===== config.mk =====
export PLATFORM = sky130hd
export DESIGN_NAME = alpha_data_emulator
export DESIGN_NICKNAME = d
export VERILOG_FILES = /design/src/rtl/alpha_data_emulator.sv
export SDC_FILE = /design/constraint.sdc
export NUM_CORES = 1
export LEC_CHECK = 0
export CORE_MARGIN = 8
export CORE_UTILIZATION = 26
export DETAILED_ROUTE_END_ITERATION = 6
export PLACE_DENSITY_LB_ADDON = 0.25
export SYNTH_ARGS = -nofsm -noshare
export SYNTH_HDL_FRONTEND = slang
export SYNTH_SLANG_ARGS = --single-unit

===== constraint.sdc =====
create_clock -name clock100 -period 2.5 [get_ports clock100]
set_input_delay 0.375 -clock clock100 [delete_from_list [all_inputs] [get_ports clock100]]
set_output_delay 0.375 -clock clock100 [all_outputs]
set_load 0.01 [all_outputs]

===== src/rtl/alpha_data_emulator.sv =====
// ALPHA front-end data emulator: serialises a header, a fixed number of 16-bit
// data words and a one-bit-period token, MSB first, each bit held CLOCKS_PER_BIT cycles.
module alpha_data_emulator #(
    parameter logic [15:0] HEADER          = 16'hA5C3,
    parameter int          WORDS_PER_FRAME = 4,
    parameter int          CLOCKS_PER_BIT  = 1
) (
    input  logic        clock100,
    input  logic        reset,
    input  logic        start,
    input  logic [15:0] word_in,
    input  logic        word_valid,
    output logic        word_ready,
    output logic        data_out,
    output logic        tok_out,
    output logic        busy,
    output logic        underrun,
    output logic [7:0]  frame_count
);

    typedef enum logic [1:0] {
        ST_IDLE   = 2'd0,
        ST_HEADER = 2'd1,
        ST_DATA   = 2'd2,
        ST_TOKEN  = 2'd3
    } state_t;

    localparam logic [7:0] PERIOD_LAST = 8'(CLOCKS_PER_BIT - 1);
    localparam logic [7:0] WORD_LAST   = 8'(WORDS_PER_FRAME - 1);

    state_t      state_q, state_d;
    logic [15:0] shift_q, shift_d;
    logic [7:0]  period_q, period_d;
    logic [4:0]  bit_q, bit_d;
    logic [7:0]  word_q, word_d;
    logic [15:0] hold_q, hold_d;
    logic        hold_full_q, hold_full_d;
    logic        word_ready_q, word_ready_d;
    logic        data_out_q, data_out_d;
    logic        tok_out_q, tok_out_d;
    logic        busy_q, busy_d;
    logic        underrun_q, underrun_d;
    logic [7:0]  frame_count_q, frame_count_d;
    logic        bit_end_s;
    logic        slot_start_s;

    // Next-state, serialiser and holding-register logic.
    always_comb begin
        state_d       = state_q;
        shift_d       = shift_q;
        period_d      = period_q;
        bit_d         = bit_q;
        word_d        = word_q;
        data_out_d    = data_out_q;
        tok_out_d     = tok_out_q;
        busy_d        = busy_q;
        underrun_d    = underrun_q;
        frame_count_d = frame_count_q;
        hold_d        = hold_q;
        hold_full_d   = hold_full_q;
        slot_start_s  = 1'b0;
        bit_end_s     = (period_q == PERIOD_LAST);

        case (state_q)
            ST_IDLE: begin
                data_out_d = 1'b0;
                tok_out_d  = 1'b0;
                busy_d     = 1'b0;
                if (start) begin
                    state_d    = ST_HEADER;
                    shift_d    = HEADER;
                    data_out_d = HEADER[15];
                    busy_d     = 1'b1;
                    period_d   = 8'd0;
                    bit_d      = 5'd0;
                    word_d     = 8'd0;
                end else begin
                    state_d = ST_IDLE;
                end
            end
            ST_HEADER, ST_DATA: begin
                if (!bit_end_s) begin
                    period_d = period_q + 8'd1;
                end else begin
                    period_d = 8'd0;
                    if (bit_q != 5'd15) begin
                        bit_d      = bit_q + 5'd1;
                        shift_d    = {shift_q[14:0], 1'b0};
                        data_out_d = shift_q[14];
                    end else if ((state_q == ST_HEADER) || (word_q != WORD_LAST)) begin
                        // Word boundary with more data to send: open the next slot.
                        bit_d        = 5'd0;
                        state_d      = ST_DATA;
                        word_d       = (state_q == ST_HEADER) ? 8'd0 : (word_q + 8'd1);
                        slot_start_s = 1'b1;
                        shift_d      = hold_full_q ? hold_q : 16'h0000;
                        data_out_d   = hold_full_q ? hold_q[15] : 1'b0;
                        underrun_d   = underrun_q | ~hold_full_q;
                    end else begin
                        bit_d      = 5'd0;
                        state_d    = ST_TOKEN;
                        data_out_d = 1'b0;
                        tok_out_d  = 1'b1;
                    end
                end
            end
            ST_TOKEN: begin
                data_out_d = 1'b0;
                if (bit_end_s) begin
                    state_d       = ST_IDLE;
                    period_d      = 8'd0;
                    tok_out_d     = 1'b0;
                    busy_d        = 1'b0;
                    frame_count_d = frame_count_q + 8'd1;
                end else begin
                    period_d = period_q + 8'd1;
                end
            end
            default: begin
                state_d    = ST_IDLE;
                data_out_d = 1'b0;
                tok_out_d  = 1'b0;
                busy_d     = 1'b0;
            end
        endcase

        // A slot start only ever empties a full register, so it never races a transfer.
        if (slot_start_s) begin
            hold_full_d = 1'b0;
        end else begin
            hold_full_d = hold_full_q;
        end
        if (word_valid && !hold_full_q) begin
            hold_d      = word_in;
            hold_full_d = 1'b1;
        end else begin
            hold_d = hold_q;
        end
        word_ready_d = ~hold_full_d;
    end

    // State and output registers with synchronous reset.
    always_ff @(posedge clock100) begin
        if (reset) begin
            state_q       <= ST_IDLE;
            shift_q       <= 16'h0000;
            period_q      <= 8'd0;
            bit_q         <= 5'd0;
            word_q        <= 8'd0;
            hold_q        <= 16'h0000;
            hold_full_q   <= 1'b0;
            word_ready_q  <= 1'b1;
            data_out_q    <= 1'b0;
            tok_out_q     <= 1'b0;
            busy_q        <= 1'b0;
            underrun_q    <= 1'b0;
            frame_count_q <= 8'd0;
        end else begin
            state_q       <= state_d;
            shift_q       <= shift_d;
            period_q      <= period_d;
            bit_q         <= bit_d;
            word_q        <= word_d;
            hold_q        <= hold_d;
            hold_full_q   <= hold_full_d;
            word_ready_q  <= word_ready_d;
            data_out_q    <= data_out_d;
            tok_out_q     <= tok_out_d;
            busy_q        <= busy_d;
            underrun_q    <= underrun_d;
            frame_count_q <= frame_count_d;
        end
    end

    assign word_ready  = word_ready_q;
    assign data_out    = data_out_q;
    assign tok_out     = tok_out_q;
    assign busy        = busy_q;
    assign underrun    = underrun_q;
    assign frame_count = frame_count_q;

endmodule


Yosys cells after proc, flatten, opt, wreduce, memory -nomap -nowiden
Index checks and enable logic that the tools add are counted.
{"block": "word_totals", "regBits": 68, "out_inout_bits": 13, "wordCells": 92}
{"block": "classes", "bitwise": 4, "n_mux": 42, "eq_ne": 12, "reduce_logical": 17, "add_sub_neg": 4}
{"operator": "$mux 15", "n": 5}
{"operator": "$mux 8", "n": 6}
{"operator": "$pmux 8 s2", "n": 2}
{"operator": "$pmux 15 s2", "n": 1}
{"operator": "$add 8x1->8 const B", "n": 3}
{"operator": "$mux 1", "n": 17}
{"operator": "$mux 5", "n": 3}
{"operator": "$ne 2x2->1 const B", "n": 6}
{"operator": "$reduce_and 4->1", "n": 3}
{"operator": "$pmux 5 s2", "n": 1}
{"operator": "$logic_not 8->1", "n": 1}
{"operator": "$ne 8x2->1 const B", "n": 1}
{"operator": "$mux 2", "n": 3}
{"operator": "$pmux 1 s3", "n": 2}
{"operator": "$pmux 2 s3", "n": 1}
{"operator": "$reduce_and 3->1", "n": 2}
{"operator": "$add 5x1->5 const B", "n": 1}
{"operator": "$ne 5x4->1 const B", "n": 1}
{"operator": "$reduce_and 5->1", "n": 1}
{"operator": "$eq 2x2->1 const B", "n": 2}
{"operator": "$reduce_and 2->1", "n": 2}
{"operator": "$reduce_bool 2->1", "n": 2}
{"operator": "$ne 3x3->1 const B", "n": 1}
{"operator": "$not 1->1", "n": 3}
{"operator": "other kinds (9)", "n": 9}

Logic depth before layout (Yosys ltp)
Gate-level depths: netlist of the first run.
{"block": "logic_depth", "ltp_word": 9, "ltp_mapped": 8, "depth_no_buf": 7}

Least setup slack after synthesis of the first run
OpenSTA, ideal clock, no wires.
{"block": "synth_path", "path_type": "reg-to-reg", "startpoint": "register state_q[0]", "endpoint": "register word_q[7]", "path_buffers": 1, "stages_incl_launch_ff": 9, "arrival_time_ns": 2.134, "period_less_slack_ns": 2.205, "setup_ns": 0.070, "required_ns": 2.430, "setup_slack_ns": 0.295, "cell_sequence": "dfxtp_1 -> inv_1 -> ha_1 -> clkbuf_1 -> mux2i_1 -> a41oi_1 -> nand2_2 -> or4b_1 -> a21oi_1"}
{"block": "synth_between", "elab_chain_len": 6, "elab_cells_between_ends": 16, "classes_between": "6 x eq/ne; 5 x mux; 5 x reduce/logical"}
{"item": "start: declaration", "line": "31", "source": "state_t state_q, state_d;"}
{"item": "start signal: assignment", "line": "159", "source": "state_q <= state_d;"}
{"item": "$eq 2x1->1", "line": "64, 90, 94"}
{"item": "$mux 8", "line": "94", "source": "word_d = (state_q == ST_HEADER) ? 8'd0 : (word_q + 8'd1);"}
{"item": "$mux 8", "line": "90", "source": "end else if ((state_q == ST_HEADER) || (word_q != WORD_LAST)) begin"}
{"item": "$mux 8", "line": "86", "source": "if (bit_q != 5'd15) begin"}
{"item": "$mux 8", "line": "82", "source": "if (!bit_end_s) begin"}
{"item": "$pmux 8 s2", "line": "64", "source": "case (state_q)"}
{"item": "end signal: assignment", "line": "163", "source": "word_q <= word_d;"}
{"item": "end: declaration", "line": "35", "source": "logic [7:0] word_q, word_d;"}
Several ways; a longest one is shown, not always the timed one. The select of a mux whose other input is x is not followed.
A chain may end at the register's enable or synchronous reset.

Final worst setup path of the first run
Ends and elaborated chain as after synthesis.

==> metrics.txt, run 1 <==
initial core utilization=a little over a quarter; Final Power=just under 3 mW; antenna violations before repair=0; power per cell area=a little over 700 mW/mm^2; placer's final routability congestion estimate=0.7974; vias in the first global route=between 2k and 3k; CP Class=register to register; Avg WL per Cell=around 14 um; CTS clk-pin slew, worst paths=about 0.050 ns; warning count from the yosys run=0; Critical path buffers and inverters=1; WL final=7761 um; post-cts sizing count=0; Syn Std Cell Area=about 0.0032 sq mm; CP max stage delay=0.47 ns; final hold vios=0; Final Util=about a third; first-pass GRT wire length=approximately 14000 um; VDD IR-drop max=around 370 uV; Startpoint Class=register; post-synth net total=411; Port-buffer cells=32; dpl cells=554; Die Width=approximately 130 um; status=finished clean; Via density=between 4 and 5; hold slack=roughly 0.44 ns; nets=approximately 450; Post-DP HPWL=around 5600 um; max frequency=roughly 0.45 GHz; Total GRT Usage=roughly 10%; Critical Path Sink Type=register; synthesized area per cell=between 8 and 9 sq um; H-Tree Depth=3; unrepaired setup endpoints after global routing=false; Synth top area share=43.06%; antenna diode count=0; post-synthesis register bit count=68; leakage=between 1.5 and 2 nW; Max Fanout on Critical Path=9; Synth area leaders=dfxtp_1, a21oi_1, nand2_1; Slew HR=roughly 55%; routed via count=2825; total setup buffers inserted after CTS=0; Netlist cell types=between 50 and 60; Crit path max-delay family=simple AND/OR/NAND/NOR gates; die area=~0.016 sq mm; CTS Sinks=68; Max clock buf depth=2; Core Area=0.01196 sq mm; # rows=40; CTS Hold Buffers Added=0; number of synthesized flops with an enable pin=0; Worst Clk Skew=roughly 0.0073 ns; slowest CP cell=ha_1; Root Driver=clkbuf_16; 1st-iter DRT viols=roughly 180; FFs w/ async S/R, synth=0%; period utilization=about nine tenths; minimum clock period=approximately 2.2 ns; Post-route DRC=0; sequential element share of the synthesized area=a little over two fifths; worst hold path class=primary input to register; IO Pins=33; antenna-violating nets left=0; Synth Flop Type=dfxtp_1; max cap viols=0; clock latency on the worst-skew pair=roughly 0.33 ns; synthesis-to-finish area growth=27.70%; CTS buffer count=9; Setup TNS=0 ns; Critical Path AT=2.46 ns; Setup Viol. Count Final=0; share of cells above drive strength 1=about a tenth; leading area contributor after synthesis=dfxtp_1; DIE HEIGHT=126.3 um; fill cell count=1279; grt ovf=0; Slew @ Worst Pin=roughly 0.67 ns; synthesized instance count=roughly 380; fin cells=between 500 and 600; Critical Path, Cell by Cell=inv_1, ha_1, mux2i_1, a41oi_1, nand2_2, or4b_1, a21oi_1; TritonCTS clock tree=done; TritonRoute pass-1 iters=7; Max Slew Vio Count=0; CP required=2.76 ns; pin count of the biggest net entering global routing=28
synthesized netlist by cell type, types with 2 or more instances:
master / count
o22ai_1: 7
clkbuf_1: 16
o21ai_0: 8
ha_1: 9
nand3_1: 14
o2bb2ai_1: 8
o21ai_1: 2
a311oi_1: 3
nand4b_1: 2
nand2_1: 48
a22oi_1: 3
or3_1: 3
nand4_1: 4
o31ai_1: 2
nor2b_1: 4
nand2_2: 2
xnor2_1: 4
a41oi_1: 3
mux2i_1: 3
nand2b_1: 3
a211oi_1: 2
nor3b_1: 3
and4b_1: 2
nor2_1: 42
a21oi_1: 47
a31oi_1: 3
and3_1: 13
inv_1: 9
dfxtp_1: 68
nor3_1: 17
buf_1: 3
o311a_1: 2
worst paths after layout:
kind	start	to	slack, ns	cells past startpoint
max	state_q[0]	word_q[7]	0.30	7
min reg2reg	hold_q[12]	hold_q[12]	0.45	2
min	reset	word_q[5]	0.44	2
max reg2reg	state_q[0]	word_q[7]	0.30	7
state kept, by name, summed over array words and instances, names as in the netlist:
name / cells
data_out: 1
state_q: 2
hold_full_q: 1
tok_out: 1
shift_q: 15
busy: 1
word_ready: 1
bit_q: 5
word_q: 8
period_q: 8
hold_q: 16
underrun: 1
frame_count: 8
cell type report:
cell class	count	area, sq um	share of cell area [%]
Clock buffer	11	252.7	6.260
Clock inverter	5	106.4	2.634
Inverter	9	33.78	0.8367
Multi-Input combinational cell	284	1679	41.59
Sequential cell	68	1361	33.72
Tap cell	147	183.9	4.555
Timing Repair Buffer	46	420.4	10.41
kinds of logic after synthesis:
family / after synthesis / synth area share, %
simple gates: 167 / 26.43
compound gates: 99 / 20.42
flops: 68 / 43.06
buf+inv: 30 / 3.838
fa+ha+maj: 9 / 3.562
xor+xnor: 5 / 1.385
mux: 4 / 1.306
power by group:
group          leakage [nW]  internal, mW  switching [mW]  total (mW)
combinational         0.791         0.108           0.139       0.247
clock                 0.172          1.03           0.464        1.50
sequential            0.554          1.12          0.0222        1.15
through the flow:
stage	instance area, sq um	setup WS, ns
after floorplan	3162	0.2951
after global placement	3679	0.2879
after detailed placement	3679	0.2575
after CTS	4038	0.3130
after global routing	4038	0.1145
final	4038	0.2986
metal layers:
metal | vias to the layer above | share of wire (%) | GRT usage [%]
li1 | 1452 | - | -
met1 | 1318 | 50 | 12.73
met2 | 45 | 45 | 16.03
met3 | 10 | 3.7 | 3.460
met4 | 0 | 1.0 | 2.760
met5 | - | 0 | 0
worst register-to-register path, stage by stage, from the launching register on:
cell and delay, ns:
dfxtp_1 0.38, inv_1 0.09, ha_1 0.47, mux2i_1 0.20, a41oi_1 0.31, nand2_2 0.09
or4b_1 0.47, a21oi_1 0.13
placed cells by master, fill, tap and decap left out, drive strengths merged, types with 2 or more instances in the layout:
master         Yosys  routed
dfxtp             68      68
nand2             50      50
a21oi             47      47
nor2              43      43
clkdlybuf4s50      0      31
nor3              17      17
buf                5      15
nand3             14      14
and3              14      14
clkbuf            16      11
inv                9      10
o21ai             10      10
ha                 9       9
o2bb2ai            8       8
o22ai              7       7
xnor2              4       4
nor2b              4       4
nand4              4       4
a311oi             3       3
nand2b             3       3
a31oi              3       3
mux2i              3       3
or3                3       3
a41oi              3       3
nor3b              3       3
a22oi              3       3
bufinv             0       3
a211oi             3       3
o311a              3       3
o31ai              3       3
and4b              2       2
nand4b             2       2
or2                2       2
or4b               2       2
(Power assumes the default switching activity.)
==> run 2, diff against run 1 <==
- PLACE_DENSITY_LB_ADDON: 0.25 -> default
==> run 2 against run 1 <==
Final area fell by 2.2%. Largest cell class unchanged. Critical path type unchanged. Critical endpoint is now word_q[6]. Via count rose by 0.18%. Clock skew rose by 0.0014 ns. Highest routed layer unchanged. Count of clock-buffer cells in the layout rose by 1.
==> metrics.txt, run 2 (synthesis gave the netlist of run 1 again) <==
status=finished clean; Total GRT Usage=9.759% (-0.34 points); Setup Viol. Count Final=0 (unchanged); grt ovf=0 (unchanged); total setup buffers inserted after CTS=0 (unchanged); CP max stage delay=0.44 ns (-0.03 ns); Crit path max-delay family=compound AO/OA/AOI/OAI gates; CTS clk-pin slew, worst paths=0.05 ns (about the same); Worst Clk Skew=0.008673 ns (+0.001395 ns); H-Tree Depth=3 (unchanged); post-cts sizing count=0 (unchanged); max FFs per register=16 (unchanged); clock latency on the worst-skew pair=0.33 ns (about the same); routed via count=2830 (+0.18%); Critical Path AT=2.43 ns (-0.03 ns); 1st-iter DRT viols=171 (-5.5%); CTS Hold Buffers Added=0 (unchanged); max cap viols=0 (unchanged); Critical path buffers and inverters=1 (unchanged); power per cell area=667.5 mW/mm^2 (-6.7%); Post-DP HPWL=5306 um (-4.8%); CTS buffer count=9 (unchanged); Post-route DRC=0 (unchanged); Top reg by flops=hold_q; commonest cells after routing, fill and taps aside=dfxtp_1, nand2_1, a21oi_1; Root Driver=clkbuf_16; CTS Sinks=68 (unchanged); slowest CP cell=a21oi_1; initial core utilization=26.43% (unchanged); unrepaired setup endpoints after global routing=false; post-place instance area=0.003656 sq mm (-0.61%); synthesis-to-finish area growth=24.85%; leakage=1.476 nW (-2.8%); Startpoint Class=register; Die Width=126.3 um (unchanged); # rows=40 (unchanged); placer's final routability congestion estimate=0.8411 (+5.5%); Critical Path, Cell by Cell=inv_1, ha_1, mux2i_1, a41oi_1, a21oi_1, o21ai_0, o31ai_1; TritonCTS clock tree=done; Max Fanout on Critical Path=10 (+1); final design instance area without fill=0.003948 sq mm (-2.2%); antenna-violating nets left=0 (unchanged); pin count of the biggest net entering global routing=37 (+32%); Critical Path Sink Type=register; first-pass GRT wire length=12660 um (-6.4%); antenna violations before repair=0 (unchanged); VDD IR-drop max=392.7 uV (+5.7%); Core Area=0.01196 sq mm (unchanged); Port-buffer cells=32 (unchanged); most common library cell in the layout ignoring fill and taps=dfxtp_1; share of cells above drive strength 1=8.612% (-1.3 points); worst hold path class=register to register; minimum clock period=2.184 ns (-0.01790 ns); TritonRoute pass-1 iters=4 (-3); period utilization=87.34% (-0.72 points); max frequency=0.4580 GHz (+0.82%); CP required=2.74 ns (-0.02 ns); WL final=7426 um (-4.3%); nets=444 (-0.67%); Setup TNS=0 ns (unchanged); Largest regs=hold_q x16, shift_q x15; Max clock buf depth=2 (unchanged); Final Util=33.00% (-0.75 points); final hold vios=0 (unchanged); Slew @ Worst Pin=0.6270 ns (-0.04688 ns); antenna diode count=0 (unchanged); DIE HEIGHT=126.3 um (unchanged); Reg2Reg Setup Slack=0.32 ns (+0.02 ns); Max Slew Vio Count=0 (unchanged); CP Class=register to register; die area=0.01595 sq mm (unchanged); vias in the first global route=2640 (-4.1%); IO Pins=33 (unchanged); Slew HR=58.05% (+3.1 points); Via density=5.009 (+1.1%); Avg WL per Cell=13.14 um (-3.5%)
## run 2: cell count changes in the layout (fill, tap and decap cells not counted), sizes merged
cell | previous run | this run
clkinv | 0 | 1
clkinvlp | 1 | 0
buf | 15 | 12
bufinv | 3 | 1
clkbuf | 11 | 12
inv | 10 | 9
## run 2: area by class of cell
| class | count | area (sq um) |
|---|---|---|
| Fill cell | 1253 | 8014 |
| Multi-Input combinational cell | 284 | 1679 |
| Sequential cell | 68 | 1361 |
| Timing Repair Buffer | 43 | 397.9 |
| Clock buffer | 12 | 256.5 |
| Tap cell | 147 | 183.9 |
| Clock inverter | 2 | 35.03 |
| Inverter | 9 | 33.78 |
## run 2: final timing paths
kind | startpoint | endpoint | depth (start not counted)
worst min-delay path | hold_q[3] | hold_q[3] | 2
worst max register to register | state_q[1] | word_q[6] | 7
worst max-delay path | state_q[1] | word_q[6] | 7
worst min register to register | hold_q[3] | hold_q[3] | 2
## run 2: per-layer routing
metal / GRT usage, % / up-vias / part of all wire, %
li1: - / 1445 / -
met5: 0 / - / 0
met2: 14.54 / 51 / 44
met3: 4.135 / 13 / 5.3
met1: 11.96 / 1321 / 49
met4: 4.388 / 0 / 1.8
## run 2: worst register-to-register path, delay by kind of cell (launching register included)
kind / cells / cell delay, ns
multiplexers: 1 / 0.42
buffers and inverters: 1 / 0.12
AO/OA/AOI/OAI: 4 / 0.83
flip-flops: 1 / 0.31
adder cells (fa/ha/maj): 1 / 0.41
## run 2: stage by stage
stage / instances / hold slack (ns) / setup slack (ns) / total power [mW]
2_1_floorplan: 382 / 0.4319 / 0.2951 / 1.315
3_3_place_gp: 551 / 0.4446 / 0.3205 / 1.403
3_5_place_dp: 551 / 0.4458 / 0.2867 / 1.407
4_1_cts: 565 / 0.4530 / 0.2964 / 2.666
5_1_grt: 565 / 0.4782 / 0.08617 / 2.750
6_report: 565 / 0.4517 / 0.3165 / 2.635
## run 2: report_power, final
group | switching, mW | leakage (nW) | internal (mW) | total, mW
Clock | 0.437 | 0.145 | 0.813 | 1.25
Sequential | 0.0204 | 0.554 | 1.12 | 1.14
Combinational | 0.138 | 0.777 | 0.103 | 0.241
Total | 0.595 | 1.48 | 2.04 | 2.63
==> run 3, diff against run 2 <==
==> constraint.sdc (replaced) <==
create_clock -name clock100 -period 2.5 [get_ports clock100]
set_input_delay 0.5 -clock clock100 [delete_from_list [all_inputs] [get_ports clock100]]
set_output_delay 0.5 -clock clock100 [all_outputs]
set_load 0.01 [all_outputs]
==> run 3 against run 2 <==
Sequential power about the same. Final area did not move. Clock skew decreased by 0.0023 ns. Sequential share of layout area unchanged. Sequential cell count stayed put. Critical path depth did not move. Routed wire length is 0.57% lower. Maximum frequency decreased by 1.4%. Clock power grew 3%. Total power up 1.5%. Hold slack improved by 0.0037 ns. Critical path type unchanged. Largest cell class unchanged. Largest power group unchanged.
==> metrics.txt, run 3 (synthesis gave the netlist of run 1 again) <==
max frequency=0.4516 GHz (-1.4%); dpl cells=549 (-0.36%); routed via count=2814 (-0.57%); Largest regs=hold_q x16, shift_q x15; fill cell count=1253 (unchanged); Critical R2R Capture=word_q[4]; clock latency on the worst-skew pair=0.33 ns (about the same); CTS Sinks=68 (unchanged); share of cells above drive strength 1=8.393% (-0.22 points); CP Class=register to register; most common library cell in the layout ignoring fill and taps=dfxtp_1; synthesis-to-finish area growth=24.85% (unchanged); M3 GR Usage=4.515% (+0.38 points); Via density=4.989 (-0.39%); IO Pins=33 (unchanged); worst hold path class=register to register; Max Fanout on Critical Path=9 (-1); Max clock buf depth=2 (unchanged); initial core utilization=26.43% (unchanged); Top reg by flops=hold_q; total setup buffers inserted after CTS=0 (unchanged); CTS clk-pin slew, worst paths=0.05 ns (about the same); Core Area=0.01196 sq mm (unchanged); Critical R2R Launch=period_q[0]; nets=442 (-0.45%); CP startpoint=period_q[0]; Max Slew Vio Count=0 (unchanged); Post-DP HPWL=5227 um (-1.5%); 1st-iter DRT viols=232 (+36%); Total GRT Usage=9.745% (-0.014 points); final hold vios=0 (unchanged); hold slack=0.4555 ns (+0.003738 ns); leakage=1.469 nW (-0.42%); die area=0.01595 sq mm (unchanged); power per cell area=677.7 mW/mm^2 (+1.5%); final design instance area without fill=0.003948 sq mm (unchanged); Slew @ Worst Pin=0.6193 ns (-0.007719 ns); post-place instance area=0.003641 sq mm (-0.41%); CTS buffer count=9 (unchanged); minimum clock period=2.214 ns (+0.03086 ns); busiest grt layer=met2; antenna diode count=0 (unchanged); area of the multi-input gates=0.001682 sq mm (+0.15%); Root Driver=clkbuf_16; met2 Resource Use GR=15.05% (+0.51 points); Setup TNS=0 ns (unchanged); TritonRoute pass-1 iters=4 (unchanged); Critical Path Sink Type=register; WL final=7384 um (-0.57%); placer's final routability congestion estimate=0.8329 (-0.97%); vias in the first global route=2787 (+5.6%); TritonCTS clock tree=done; met1 Use GR=11.70% (-0.26 points); Post-route DRC=0 (unchanged); pin count of the biggest net entering global routing=33 (-11%); Reg area=0.001361 sq mm (unchanged); Worst Clk Skew=0.006374 ns (-0.002300 ns); Reg2Reg Setup Slack=0.29 ns (-0.03 ns); VDD IR-drop max=338.3 uV (-14%); max cap viols=0 (unchanged); Port-buffer cells=32 (unchanged); H-Tree Depth=3 (unchanged); DIE HEIGHT=126.3 um (unchanged); first-pass GRT wire length=12790 um (+1.0%); Setup Viol. Count Final=0 (unchanged); Critical Path Sink=word_q[4]; antenna-violating nets left=0 (unchanged); antenna violations before repair=0 (unchanged); Startpoint Class=register; period utilization=88.58% (+1.2 points); fin cells=564 (-0.18%); unrepaired setup endpoints after global routing=false; grt ovf=0 (unchanged); # rows=40 (unchanged); Avg WL per Cell=13.09 um (-0.39%); R2R cell count=7 (unchanged); Slew HR=58.56% (+0.52 points); CP required=2.77 ns (+0.03 ns); status=finished clean; max FFs per register=16 (unchanged); Critical Path AT=2.49 ns (+0.06 ns); Die Width=126.3 um (unchanged); commonest cells after routing, fill and taps aside=dfxtp_1, nand2_1, a21oi_1
==> run 3: where the power goes <==
group          total [mW]  leakage, nW  switching [mW]  internal [mW]
clock network        1.29        0.149           0.444          0.848
registers            1.15        0.554          0.0259           1.12
logic               0.233        0.767           0.130          0.103
total                2.68         1.47           0.600           2.08
==> run 3: worst max-delay path: stages, from the launching register on <==
cell,delay (ns)
dfxtp_1,0.32
inv_1,0.09
ha_1,0.19
or4b_4,0.52
nor2_4,0.26
nand4_1,0.28
or3b_1,0.44
nand2_1,0.07
==> run 3: layer usage <==
metal / share of wire, % / wire [um] / vias up
met3: 4.7 / 346 / 8
met5: 0 / 0 / -
li1: - / - / 1438
met1: 49 / 3622 / 1322
met2: 45 / 3336 / 46
met4: 1.1 / 79 / 0
==> run 3: layout make-up <==
class | count | area share, %
Clock buffer | 14 | 6.941
Clock inverter | 1 | 0.7607
Inverter | 9 | 0.8558
Multi-Input combinational cell | 284 | 42.60
Tap cell | 147 | 4.659
Sequential cell | 68 | 34.49
Timing Repair Buffer | 41 | 9.699
==> run 3: metrics by stage <==
step	power [mW]	worst slack [ns]	util, %
global route	2.793	0.1090	33.00
global placement	1.400	0.1706	30.44
detailed placement	1.405	0.1205	30.44
CTS	2.715	0.1833	32.98
floorplan	1.315	0.2951	-
finish	2.675	0.2856	33.00
==> run 3: worst min path at each step <==
stage	slack, ns	startpoint	cells past startpoint	end
floorplan	0.43	hold_q[11]	2	hold_q[11]
global placement	0.44	hold_q[5]	2	hold_q[5]
detailed placement	0.45	shift_q[5]	1	shift_q[5]
CTS	0.46	hold_q[7]	2	hold_q[7]
global route	0.47	shift_q[9]	1	shift_q[9]
finish	0.46	hold_q[2]	2	hold_q[2]
==> run 3: repair_timing <==
| item | in CTS | in global routing |
|---|---|---|
| hold buffers | 0 | 0 |
| endpoints found under the setup margin | 0 | 1 |
| gates resized for setup | 0 | 1 |
